**src/rtl/tx_symbol_demap_pack.sv**
```systemverilog
// M-PAM detected-symbol mapper and bit packer with a show-ahead output FIFO.
// Optional macro GRAY_MAP_EN selects Gray-coded field bits instead of natural binary.
module tx_symbol_demap_pack #(
    parameter int N          = 32,
    parameter int Q          = 22,
    parameter int LOG2M      = 2,
    parameter int NSYM       = 2,
    parameter int QBITS      = 5,
    parameter int FIFO_DEPTH = 4,
    localparam int IW        = LOG2M + 1,
    localparam int W         = QBITS + 2 * NSYM * LOG2M,
    localparam int CW        = $clog2(FIFO_DEPTH + 1)
) (
    input  logic                clk,
    input  logic                rst,
    input  logic                in_valid,
    output logic                in_ready,
    input  logic [NSYM*IW-1:0]  m_I,
    input  logic [NSYM*IW-1:0]  m_Q,
    input  logic [QBITS-1:0]    q_min,
    output logic [NSYM*N-1:0]   s_hat_I,
    output logic [NSYM*N-1:0]   s_hat_Q,
    output logic [QBITS-1:0]    s_hat_index,
    output logic                sym_valid,
    output logic [W-1:0]        word_out,
    output logic                word_valid,
    input  logic                word_ready,
    output logic [CW-1:0]       fifo_count,
    output logic                err_idx
);

    localparam int M  = 2 ** LOG2M;
    localparam int AW = $clog2(FIFO_DEPTH);
    localparam logic [IW-1:0] KMAX = IW'(M);

    function automatic logic k_bad(input logic [IW-1:0] k);
        return (k == '0) || (k > KMAX);
    endfunction

    // Level (2k-M-1) * 2**Q, sign-extended to N bits; illegal indices map to 0.
    function automatic logic [N-1:0] level(input logic [IW-1:0] k);
        int t;
        if (k_bad(k)) return '0;
        t = 2 * int'(k) - M - 1;
        return N'(t) << Q;
    endfunction

    function automatic logic [LOG2M-1:0] field(input logic [IW-1:0] k);
        logic [LOG2M-1:0] g;
        if (k_bad(k)) return '0;
        g = LOG2M'(k - 1'b1);
`ifdef GRAY_MAP_EN
        return g ^ (g >> 1);
`else
        return g;
`endif
    endfunction

    logic [NSYM*N-1:0] w_lvl_I, w_lvl_Q;
    logic [W-1:0]      w_word;
    logic              w_bad, w_push, w_pop;

    logic [NSYM*N-1:0] r_s_hat_I, r_s_hat_Q;
    logic [QBITS-1:0]  r_s_hat_index;
    logic              r_sym_valid, r_err_idx;
    logic [W-1:0]      r_mem [FIFO_DEPTH];
    logic [AW-1:0]     r_wptr, r_rptr;
    logic [CW-1:0]     r_count;

    always_comb begin
        w_lvl_I = '0;
        w_lvl_Q = '0;
        w_word  = '0;
        w_bad   = 1'b0;
        w_word[W-1 -: QBITS] = q_min;
        for (int unsigned s = 0; s < NSYM; s++) begin
            w_lvl_I[s*N +: N] = level(m_I[s*IW +: IW]);
            w_lvl_Q[s*N +: N] = level(m_Q[s*IW +: IW]);
            w_word[W-QBITS-(2*s+1)*LOG2M +: LOG2M] = field(m_I[s*IW +: IW]);
            w_word[W-QBITS-(2*s+2)*LOG2M +: LOG2M] = field(m_Q[s*IW +: IW]);
            w_bad = w_bad | k_bad(m_I[s*IW +: IW]) | k_bad(m_Q[s*IW +: IW]);
        end
    end

    // Handshakes depend only on registered occupancy, never on word_ready combinationally into in_ready.
    assign in_ready = (r_count != CW'(FIFO_DEPTH));
    assign w_push   = in_valid && in_ready;
    assign w_pop    = (r_count != '0) && word_ready;

    always_ff @(posedge clk or posedge rst) begin
        if (rst) begin
            r_s_hat_I     <= '0;
            r_s_hat_Q     <= '0;
            r_s_hat_index <= '0;
            r_sym_valid   <= 1'b0;
            r_err_idx     <= 1'b0;
            r_wptr        <= '0;
            r_rptr        <= '0;
            r_count       <= '0;
            for (int unsigned i = 0; i < FIFO_DEPTH; i++) r_mem[i] <= '0;
        end else begin
            r_sym_valid <= w_push;
            if (w_push) begin
                r_s_hat_I      <= w_lvl_I;
                r_s_hat_Q      <= w_lvl_Q;
                r_s_hat_index  <= q_min;
                r_mem[r_wptr]  <= w_word;
                r_wptr         <= r_wptr + 1'b1;
                if (w_bad) r_err_idx <= 1'b1;
            end
            if (w_pop) r_rptr <= r_rptr + 1'b1;
            case ({w_push, w_pop})
                2'b10:   r_count <= r_count + 1'b1;
                2'b01:   r_count <= r_count - 1'b1;
                default: r_count <= r_count;
            endcase
        end
    end

    assign s_hat_I     = r_s_hat_I;
    assign s_hat_Q     = r_s_hat_Q;
    assign s_hat_index = r_s_hat_index;
    assign sym_valid   = r_sym_valid;
    assign word_out    = r_mem[r_rptr];
    assign word_valid  = (r_count != '0);
    assign fifo_count  = r_count;
    assign err_idx     = r_err_idx;

endmodule

```
**config.mk**
```make
export PLATFORM = sky130hd
export DESIGN_NAME = tx_symbol_demap_pack
export DESIGN_NICKNAME = d
export VERILOG_FILES = /design/src/rtl/tx_symbol_demap_pack.sv
export SDC_FILE = /design/constraint.sdc
export NUM_CORES = 1
export LEC_CHECK = 0
export CORE_ASPECT_RATIO = 0.7
export CORE_MARGIN = 4
export CORE_UTILIZATION = 43
export CTS_CLUSTER_DIAMETER = 60
export DETAILED_ROUTE_END_ITERATION = 8
export PLACE_DENSITY_LB_ADDON = 0.2
export RECOVER_POWER = 100
export SYNTH_ARGS = -nofsm -noshare
export SYNTH_HDL_FRONTEND = slang
export SYNTH_SLANG_ARGS = --single-unit
```
**constraint.sdc**
```tcl
create_clock -name clk -period 3.1 [get_ports clk]
set_input_delay 0.62 -clock clk [delete_from_list [all_inputs] [get_ports clk]]
set_output_delay 0.62 -clock clk [all_outputs]
set_load 0.05 [all_outputs]
```
==> results of run 1 <==
-- routing by layer --
metal,routed length [microns],share of wire,vias up,GRT usage
met2,5048,0.48,83,0.2280
met5,0,0,-,0
met3,663,0.064,7,0.05663
met4,44,0.0042,0,0.02286
met1,4674,0.45,1447,0.2033
li1,-,-,1380,-
-- power by group --
part	total [mW]	switching [mW]	internal (mW)
Sequential	1.91	0.275	1.64
Combinational	3.32	2.17	1.14
Clock	1.10	0.429	0.667
Total	6.32	2.88	3.45
-- flip-flops by register name, summed over array words and instances, names as in the netlist --
| signal | cells |
|---|---|
| err_idx | 1 |
| fifo_count | 3 |
| s_hat_Q | 12 |
| s_hat_index | 5 |
| r_wptr | 2 |
| s_hat_I | 12 |
| r_mem | 52 |
| r_rptr | 2 |
| sym_valid | 1 |
-- final cells by class --
class                           count  area [sq um]
Tap cell                          157         196.4
Clock inverter                      4         50.05
Multi-Input combinational cell    272          2280
Timing Repair Buffer               93         909.6
Inverter                           34         128.9
Clock buffer                       12         256.5
Sequential cell                    90          2252
Fill cell                        1080          5901
-- layout by cell type, fill, tap and decap left out, drive strengths merged, types with 13 or more instances in the layout --
master and count:
mux4 13, mux2 66, ha 25, dfrtp 90
clkdlybuf4s50 16, inv 33, clkbuf 15, conb 88
nor2 13, dlygate4sd3 68
-- metrics by stage --
stage / std cells / instance area, sq um / hold WS [ns]
6_report: 662 / 6073 / 0.4602
5_1_grt: 662 / 6073 / 0.4893
4_1_cts: 662 / 6236 / 0.4683
3_5_place_dp: 646 / 5929 / 0.4547
3_3_place_gp: 646 / 5929 / 0.4420
2_1_floorplan: 518 / 5731 / 0.4524
-- worst paths after layout --
check / startpoint / endpoint / slack [ns] / cells after the start
worst max-delay path: r_rptr[1]$_DFFE_PP0P_ / word_out[5] / 0.21 / 3
worst min-delay path: err_idx$_DFFE_PP0P_ / err_idx$_DFFE_PP0P_ / 0.46 / 1
worst max register to register: fifo_count[2]$_DFFE_PP0P_ / r_mem[19]$_DFFE_PP0P_ / 0.47 / 4
min in group asynchronous: rst / r_mem[12]$_DFFE_PP0P_ / 1.04 / 2
worst min register to register: err_idx$_DFFE_PP0P_ / err_idx$_DFFE_PP0P_ / 0.46 / 1
max in group asynchronous: rst / s_hat_Q[31]$_DFFE_PP0P_ / 0.62 / 3
-- worst reg2reg max path, cell delays in order, from the launching register on --
cell and delay, ns:
dfrtp_1 0.42, or3b_1 0.31, clkbuf_1 0.57, and3_1 0.81, mux2_1 0.40
-- kinds of logic (layout without fill, tap and decap cells) --
group | count (synthesis) | after routing | share of synthesized area
compound gates | 22 | 22 | 0.02616
xor+xnor | 18 | 18 | 0.02917
fa+ha+maj | 30 | 30 | 0.07641
buf+inv | 156 | 143 | 0.1938
flops | 90 | 90 | 0.4168
mux | 80 | 80 | 0.2213
other cells | 1 | 88 | 0.0006939
simple gates | 34 | 34 | 0.03566
==> metrics.txt, run 1 <==
worst slack at placement=0.5875 ns; area share of the largest cell type after synthesis=0.4168; maxcap violations=0; CTS resizes=0; Top Ports=174; Slew HR=0.07097; total global-route track usage=0.1476; Yosys cell types=30; most common cell in the netlist=buf_4; Iter 0 DRT Violations=89; H-tree levels=3; worst slew pin tran=1.386 ns; Die H=101.8 microns; Seq cells post-synth=90; Setup WS post-layout=0.2061 ns; crit path capture type=output port; DRC=0; final net count=551; delay-heaviest family, CP=buffers and inverters; DP HPWL=7989 microns; Hold/Removal Path Class=reg -> reg; clock sinks=90; IO Port Bufs=85; CTS buffer count=9; Synth area leader=dfrtp_1; RSZ-0062 raised after global routing=false; final hold vios=0; total gr overflow=0; Final Max Slew Viols=0; CTS tree=built; gpl congestion=0.8113; first-pass GRT wire length=16420 microns; total wire length=10430 microns; first-pass detailed-route iteration total=4; worst-skew pair later-pin latency=0.33 ns; Initial Utilization=0.4513; critical path's slowest cell=dlygate4sd3_1; CP Max Fanout=14; sequential-to-total area share from yosys stat=0.4168; CP cell instances=buf_4 > mux4_2 > dlygate4sd3_1; Rows=33; Detail Route Antenna Nets=0; antenna violations before repair=0; Die Span X=142.0 microns; setup violators final=0; WP buf/inv=2; pin count of the biggest net entering global routing=46; Post-Route Utilization=0.5072; Leak=2.959 nW; CP required=2.48 ns; Setup Crit Path Kind=reg -> out; vias in the first global route=3014; Synth Warn #=0; hold buffers post-CTS=0; Clock Skews=0.005559 ns; Clock Path Buffers=2; syn_area_per_cell=12.54 sq um; status=complete, no violations; critical path arrival=2.27 ns; period utilisation layout=0.9335; fmax=345.6 MHz; async set-reset flop share out of synthesis=1.000; pwr/cell area=1041 nW/um^2; Synth top cells by count=buf_4, dfrtp_1, mux2_4, inv_1, ha_1; total chip power=6.325 mW; share of layout cells above drive strength 1=0.09703; Post-Syn Area=5404 sq um; EDFF count, synth=0; Root Buffer=clkbuf_16; vias=2917; Final min period=2.894 ns; Max rail drop VDD=0.6384 mV; main flop type after synthesis=dfrtp_1; DR vias/cell=4.406; Synth area leaders=dfrtp_1, buf_4, mux2_4, ha_1, mux4_2; Clock Pin Slew Worst Setup and Hold Paths=0.06 ns; Routed wire per std cell=15.76 microns; CP Launch Type=flip-flop; Critical Path Max Stage Delay=0.78 ns; diode count=0; final setup TNS=0 ns; die area=14450 sq um; total core area=11970 sq um; synthesis-to-finish area growth=12.39%; Post CTS Setup Buffer Count=0; Mapped Cells=431
Power figures use the tool's default switching activity.
==> inputs of run 2 (changes only) <==
--- a/config.mk
+++ b/config.mk
@@ -5,6 +5,7 @@
 export SDC_FILE = /design/constraint.sdc
 export NUM_CORES = 1
 export LEC_CHECK = 0
+export CAP_MARGIN = 20
 export CORE_ASPECT_RATIO = 0.7
 export CORE_MARGIN = 4
 export CORE_UTILIZATION = 43
==> results of run 2 <==
Final layout, timing and power as in run 1 (identical DEF).
